===== src/rtl/d_mem_responder.sv =====
// ---------------------------------------------------------------------------
// d_mem_responder
//   Data-memory responder for the MIPS core's load/store path. It accepts one
//   word read/write request at a time over a valid/ready handshake, waits
//   WAIT_CYCLES wait states, performs the access on an internal word array,
//   then holds the response until the requester accepts it. Use it in place
//   of the zero-latency d_mem when modelling slow memory.
//
//   Optional feature (compile-time macro DMEM_MISALIGN_CHECK_EN):
//     When defined, any request with addr[1:0] != 0 skips the array (stores
//     are dropped) and responds with rsp_err=1, rsp_rdata=0.
//     When undefined, addr[1:0] is ignored and rsp_err is always 0.
//
// Parameters
//   DEPTH        number of 32-bit words (power of two, >= 2)
//   WAIT_CYCLES  wait states between request accept and access (0..15)
//
// Ports
//   clock      in   rising-edge clock
//   reset      in   asynchronous, active-high reset
//   req_valid  in   request present
//   req_ready  out  responder can accept a request (IDLE, reset low)
//   req_we     in   1 = store word, 0 = load word
//   req_addr   in   byte address; word index is addr[log2(DEPTH)+1:2]
//   req_wdata  in   store data
//   rsp_valid  out  response present
//   rsp_ready  in   requester accepts the response
//   rsp_rdata  out  load data, or an echo of the stored word for stores
//   rsp_err    out  misaligned access flag
//   busy       out  high while waiting or holding a response
// ---------------------------------------------------------------------------
module d_mem_responder #(
   parameter int unsigned DEPTH       = 64,
   parameter int unsigned WAIT_CYCLES = 2
) (
   input  logic        clock,
   input  logic        reset,
   input  logic        req_valid,
   output logic        req_ready,
   input  logic        req_we,
   input  logic [31:0] req_addr,
   input  logic [31:0] req_wdata,
   output logic        rsp_valid,
   input  logic        rsp_ready,
   output logic [31:0] rsp_rdata,
   output logic        rsp_err,
   output logic        busy
);

   localparam int unsigned AW = $clog2(DEPTH);

   typedef enum logic [1:0] {
      StIdle,
      StWait,
      StResp
   } state_e;

   state_e         state_q, state_d;
   logic [3:0]     cnt_q, cnt_d;
   logic           we_q, we_d;
   logic [AW-1:0]  idx_q, idx_d;
   logic [31:0]    wdata_q, wdata_d;
   logic           mis_q, mis_d;
   logic [31:0]    rdata_q, rdata_d;
   logic           err_q, err_d;

   // Word array: deliberately not reset, contents survive reset.
   logic [31:0]    mem_q [DEPTH];

   logic           req_mis;
   logic           accept;
   logic           access;
   logic           mem_we;

   // Address bits that never select a word.
   logic           unused_addr;
   assign unused_addr = ^{req_addr[31:AW+2], req_addr[1:0]};

`ifdef DMEM_MISALIGN_CHECK_EN
   assign req_mis = |req_addr[1:0];
`else
   assign req_mis = 1'b0;
`endif

   // Internally, acceptance depends only on state; reset already holds the
   // state in IDLE, so the reset term is needed only on the visible port.
   assign accept = req_valid && (state_q == StIdle);
   assign access = (state_q == StWait) && (cnt_q == 4'd0);
   assign mem_we = access && we_q && !mis_q;

   // -------------------------------------------------------------------------
   // Next-state logic
   // -------------------------------------------------------------------------
   always_comb begin
      state_d = state_q;
      cnt_d   = cnt_q;
      we_d    = we_q;
      idx_d   = idx_q;
      wdata_d = wdata_q;
      mis_d   = mis_q;
      rdata_d = rdata_q;
      err_d   = err_q;

      unique case (state_q)
         StIdle: begin
            if (accept) begin
               we_d    = req_we;
               idx_d   = req_addr[AW+1:2];
               wdata_d = req_wdata;
               mis_d   = req_mis;
               cnt_d   = 4'(WAIT_CYCLES);
               state_d = StWait;
            end
         end

         StWait: begin
            if (cnt_q != 4'd0) begin
               cnt_d = cnt_q - 4'd1;
            end else begin
               state_d = StResp;
               if (mis_q) begin
                  rdata_d = 32'd0;
                  err_d   = 1'b1;
               end else if (we_q) begin
                  rdata_d = wdata_q;
                  err_d   = 1'b0;
               end else begin
                  rdata_d = mem_q[idx_q];
                  err_d   = 1'b0;
               end
            end
         end

         StResp: begin
            if (rsp_ready) begin
               state_d = StIdle;
            end
         end

         default: begin
            state_d = StIdle;
         end
      endcase
   end

   // -------------------------------------------------------------------------
   // State registers
   // -------------------------------------------------------------------------
   always_ff @(posedge clock or posedge reset) begin
      if (reset) begin
         state_q <= StIdle;
         cnt_q   <= 4'd0;
         we_q    <= 1'b0;
         idx_q   <= '0;
         wdata_q <= 32'd0;
         mis_q   <= 1'b0;
         rdata_q <= 32'd0;
         err_q   <= 1'b0;
      end else begin
         state_q <= state_d;
         cnt_q   <= cnt_d;
         we_q    <= we_d;
         idx_q   <= idx_d;
         wdata_q <= wdata_d;
         mis_q   <= mis_d;
         rdata_q <= rdata_d;
         err_q   <= err_d;
      end
   end

   // Commits only on the WAIT->RESP edge; a reset before then leaves state
   // in IDLE, so an interrupted store never lands.
   always_ff @(posedge clock) begin
      if (mem_we) begin
         mem_q[idx_q] <= wdata_q;
      end
   end

   // -------------------------------------------------------------------------
   // Outputs
   // -------------------------------------------------------------------------
   assign req_ready = (state_q == StIdle) && !reset;
   assign rsp_valid = (state_q == StResp);
   assign rsp_rdata = rdata_q;
   assign rsp_err   = err_q;
   assign busy      = (state_q != StIdle);

endmodule


===== config.mk =====
export PLATFORM = sky130hd
export DESIGN_NAME = d_mem_responder
export DESIGN_NICKNAME = d
export VERILOG_FILES = /design/src/rtl/d_mem_responder.sv
export SDC_FILE = /design/constraint.sdc
export NUM_CORES = 2
export LEC_CHECK = 0
export ABC_AREA = 1
export CAP_MARGIN = 10
export CORE_AREA = 2 2 488 490
export DETAILED_ROUTE_END_ITERATION = 7
export DIE_AREA = 0 0 490 492
export DONT_BUFFER_PORTS = 1
export HOLD_SLACK_MARGIN = 0.06
export PLACE_DENSITY_LB_ADDON = 0.12
export SETUP_SLACK_MARGIN = 0.4
export SLEW_MARGIN = 25
export SYNTH_ARGS = -nofsm -noshare
export SYNTH_HDL_FRONTEND = slang
export SYNTH_SLANG_ARGS = --single-unit

===== constraint.sdc =====
create_clock -name clock -period 5.7 [get_ports clock]
set_input_delay 0.855 -clock clock [delete_from_list [all_inputs] [get_ports clock]]
set_output_delay 0.855 -clock clock [all_outputs]
set_load 0.02 [all_outputs]

Word-level counts from Yosys, hierarchy flattened
Memories as Yosys holds them, arrays and structs flattened. A register that Yosys moved wholly into a read port is not among the register bits.
Index checks and enable logic that the tools add are counted.
W data, S select, Z words.

operators by class
  $add $sub $neg = 1
  $mul = 0
  div/mod/pow operators = 0
  order comparisons = 0
  eq/ne operators = 6
  shift operators = 0
  mux-type cells = 9
  bitwise gates (word level) = 1
  reductions and logical operators = 14

operators by type and width
  operator               number
  $mux W4                2
  $pmux W4 S2            1
  $mux W2                3
  $pmux W2 S3            1
  $reduce_and A3 Y1      2
  $logic_and A1 B1 Y1    4
  $logic_not A4 Y1       1
  $ne A2 B1 Y1 const B   2
  $ne A2 B2 Y1 const B   2
  $reduce_and A2 Y1      2
  $reduce_bool A2 Y1     2
  $reduce_bool A4 Y1     1
  $sub A4 B1 Y4 const B  1
  $eq A2 B1 Y1 const B   1
  $eq A2 B2 Y1 const B   1
  $logic_not A2 Y1       1
  $mux W1                2
  $logic_not A1 Y1       1
  $not A1 Y1             1

word-level totals
  flip-flop bits (word level) = 45
  bits in latches = 0
  bits in writable memories = 2048
  memory bits (read-only) = 0
  input bits = 69
  output and inout bits = 36
  logic and storage cells = 37
  memories kept = 1

memories
  memory  words  bits a word  read ports  clocked after Yosys merged registers in  write ports  line  text
  mem_q   64     32           1           1                                        1            68    logic [31:0] mem_q [DEPTH];

Depth between registers and ports, before layout
  depth in word-level cells = 5
  mapped depth = 17
  depth with buffers taken out = 13

Worst setup path before layout
Ideal clock, no wire load.

  path type = reg2reg
  from = reg cnt_q[0]
  to = mem mem_q[14][0] (enable)
  setup time = 0.421 ns
  data arrival time = 2.787 ns
  data required time = 5.279 ns
  slack = 2.492 ns
  cell stages (with the launch flop) = 10
  path buffers = 1
  clock period less this slack = 3.208 ns
  cell sequence = dfrtp_1 inv_1 ha_1 nand2_1 inv_1 nand3_1 nor2_1 buf_2 nand4_1 nor2_1

between the ends
  word-level cells in the longest chain between the ends = 5

ends and longest elaborated chain
  what                           line  text
  start, declared                59    logic [3:0] cnt_q, cnt_d;
  start signal, assigned         161   cnt_q <= cnt_d;
  $logic_not A4 Y1               88    assign access = (state_q == StWait) && (cnt_q == 4'd0);
  $logic_and A1 B1 Y1            88
  $logic_and A1 B1 Y1            89    assign mem_we = access && we_q && !mis_q;
  $mux W1                        174   if (mem_we) begin
  $mux W1 (not written as such)  175   mem_q[idx_q] <= wdata_q;
  end, declared                  68

No other way between the ends.

Final worst setup path
  from = reg idx_q[1]
  to = mem mem_q[9][12] (enable)

RTL lines
  what                    line  text
  start, declared         61    logic [AW-1:0] idx_q, idx_d;
  start signal, assigned  163   idx_q <= idx_d;

No word-level cell before the write port.

==> results.sh <==
export IMPL_cts_repair_resized=0
export IMPL_syn_avg_cell_area_um2=10.12
export IMPL_routedWlPerCell_um=22.25
export IMPL_clkTransAtPathRegs_ns=0.06
export IMPL_finalPower_mw=52.45
export IMPL_finClkSkew_ns=0.02978
export IMPL_post_route_min_period_ns=3.840
export IMPL_hp_class="in -> reg"
export IMPL_crit_fanout=37
export IMPL_fp_dieW_um=490
export IMPL_hold_path_depth=2
export IMPL_post_cts_setup_buffer_count=0
export IMPL_r2r_cells=5
export IMPL_ant_nets=0
export IMPL_status="finished clean"
export IMPL_cp_required_ns=6.22
export IMPL_synth_net_count=8879
export IMPL_synth_cell_types=27
export IMPL_rows=179
export IMPL_drt_first_iter_violations=5122
export IMPL_final_max_slew_viol_count=0
export IMPL_yosysWarnings=0
export IMPL_placed_cells=11700
export IMPL_stdcell_count=12150
export IMPL_pin_count=105
export IMPL_syn_cell_area_um2=89180
export IMPL_grt_usage_pct=22.02
export IMPL_grt_start_max_net_pins=163
export IMPL_relSlewSlack_pct=28.10
export IMPL_rsz0062_at_grt="no"
export IMPL_io_buffer_count=0
export IMPL_ctsHoldBuffers=14
export IMPL_first_global_vias=56070
export IMPL_coreArea_um2=236300
export IMPL_setup_worst_path_end_class="flip-flop"
export IMPL_max_cap_violations=0
export IMPL_die_height_um=492
export IMPL_pre_cts_ws_ns=1.803
export IMPL_fin_nets=8853
export IMPL_start_util_pct=37.74
export IMPL_ys_seq_elements=2125
export IMPL_num_vias=58950
export IMPL_drive_gt1_share_pct=6.629
export IMPL_worstSkewPairLatency_ns=0.87
export IMPL_cts_root_buf="clkbuf_16"
export IMPL_cts_sinks=2125
export IMPL_max_freq_ghz=0.2604
export IMPL_hold_viol_final=0
export IMPL_hp_start="req_wdata[16]"
export IMPL_vias_per_cell=4.851
export IMPL_antenna_found_initial=11
export IMPL_hold_end="wdata_q[16]"
export IMPL_dr_pass1_iters=5
export IMPL_rrSetupSlack_ns=1.86
export IMPL_max_slew_worst_pin_slew_ns=1.079
export IMPL_utilization_pct=42.51
export IMPL_setup_tns_ns=0
export IMPL_clk_path_buf_depth=3
export IMPL_r2r_end="mem_q[9][12]"
export IMPL_r2r_start="idx_q[1]"
export IMPL_htree_levels=4
export IMPL_start_kind="flip-flop"
export IMPL_cp_arrival_ns=4.36
export IMPL_numCtsBuffers=227
export IMPL_die_area_um2=241100
export IMPL_p_leak_nw=41.69
export IMPL_cts_tree="yes"
export IMPL_report_final_setup_viol=0
export IMPL_place_gp_congestion=0.8324
export IMPL_seq_area_frac_synth_pct=71.12
export IMPL_finalCritPeriodShare_pct=67.37
export IMPL_setup_ws_ns=1.860
export IMPL_drc_errors=0
export IMPL_dp_hpwl_um=140000
export IMPL_routed_wl_um=270400
export IMPL_syn_to_final_growth_pct=12.63
export IMPL_synthCells=8808
export IMPL_pwr_density_cell_nw_per_um2=522.2
export IMPL_grt_overflow=0
export IMPL_grt_pass1_wl_um=391100
export IMPL_worstSetupPathType="reg -> reg"
export IMPL_ir_drop_uv=444.2
==> state kept, by name (all words and copies together) (netlist names) <==
register	flops
rsp_rdata	32
we_q	1
mem_q	2048
idx_q	6
cnt_q	4
wdata_q	32
state_q	2
==> how the worst max path moves through the flow <==
stage / startpoint / to / slack, ns
finish: idx_q[1] / mem_q[9][12] / 1.86
global route: idx_q[1] / mem_q[9][12] / 1.74
CTS: idx_q[1] / mem_q[9][12] / 1.78
detailed placement: idx_q[1] / mem_q[9][12] / 1.80
global placement: idx_q[1] / mem_q[9][12] / 1.79
floorplan: cnt_q[0] / mem_q[14][0] / 2.49
==> logic make-up after synthesis <==
family,count (synthesis),share of synthesized area [%]
AOI/OAI and AO/OA,48,0.2946
and+or+nand+nor,6124,25.91
xor gates and xnor gates,1,0.009823
buffers and inverters,507,2.628
DFF,2125,71.12
other,1,0.004205
adders and majority gates,2,0.02806
==> cells in the mapped netlist <==
cell,instances,area (um2)
a21oi_1,15,75.07
buf_1,41,153.9
buf_2,257,1286
buf_4,19,142.6
buf_6,6,67.56
clkbuf_1,119,446.7
conb_1,1,3.750
dfrtp_1,77,1927
edfxtp_1,2048,61500
ha_1,2,25.02
inv_1,55,206.5
inv_2,9,33.78
inv_4,1,6.260
nand2_1,5849,21950
nand3_1,48,240.2
nand4_1,4,25.02
nor2_1,209,784.5
nor3_1,3,15.01
nor3_2,6,60.06
o211ai_1,7,52.55
o21a_1,1,7.510
o21ai_0,19,95.09
o21ai_1,5,25.02
o31ai_1,1,7.510
or2_0,1,6.260
or2_1,4,25.02
xor2_1,1,8.760
==> power breakdown <==
part           internal, mW  leakage (nW)  switching (mW)
Combinational          3.87          18.7            14.0
Clock                  8.01          3.45            6.15
Sequential             19.6          19.5           0.834
Total                  31.5          41.7            21.0
==> cells in the final DEF, fill, tap and decap left out, drive strengths merged, types with 7 or more instances in the layout <==
master       instances
a21oi               15
bufinv              11
nor3                 9
dfrtp               77
diode                9
o21ai               24
nand3               48
dlygate4sd3         14
clkbuf             302
edfxtp            2048
clkinv             103
nor2               209
buf                173
o211ai               7
inv                 70
nand2             5849
==> layout make-up <==
cell class / instances / area, um2
Fill cell: 22500 / 135800
Clock buffer: 302 / 6138
Antenna cell: 9 / 22.52
Inverter: 65 / 276.5
Tap cell: 3167 / 3963
Timing Repair Buffer: 187 / 1709
Sequential cell: 2125 / 63480
Multi-Input combinational cell: 6176 / 23960
Clock inverter: 121 / 898.4
==> critical path, cell delays in order (launching register included) <==
cell     delay [ns]
dfrtp_4        0.72
nor2_1         0.67
nand3_1        0.60
buf_4          0.39
nor2_4         0.62
buf_4          0.44
==> per-stage QoR <==
step	hold slack [ns]	area [um2]
2_1_floorplan	0.4870	89180
3_3_place_gp	0.5053	93200
3_5_place_dp	0.5105	93200
4_1_cts	0.06092	100400
5_1_grt	0.08323	100400
6_report	0.1038	100400
==> per-layer routing <==
layer	vias to the layer above	track usage (%)	share of wire [%]
met5	-	0	0
met4	0	6.970	3.3
met3	384	3.630	5.7
met2	1421	36.44	47
met1	28750	29.59	44
li1	28400	-	-
No activity file was read; power rests on OpenSTA's default activity.
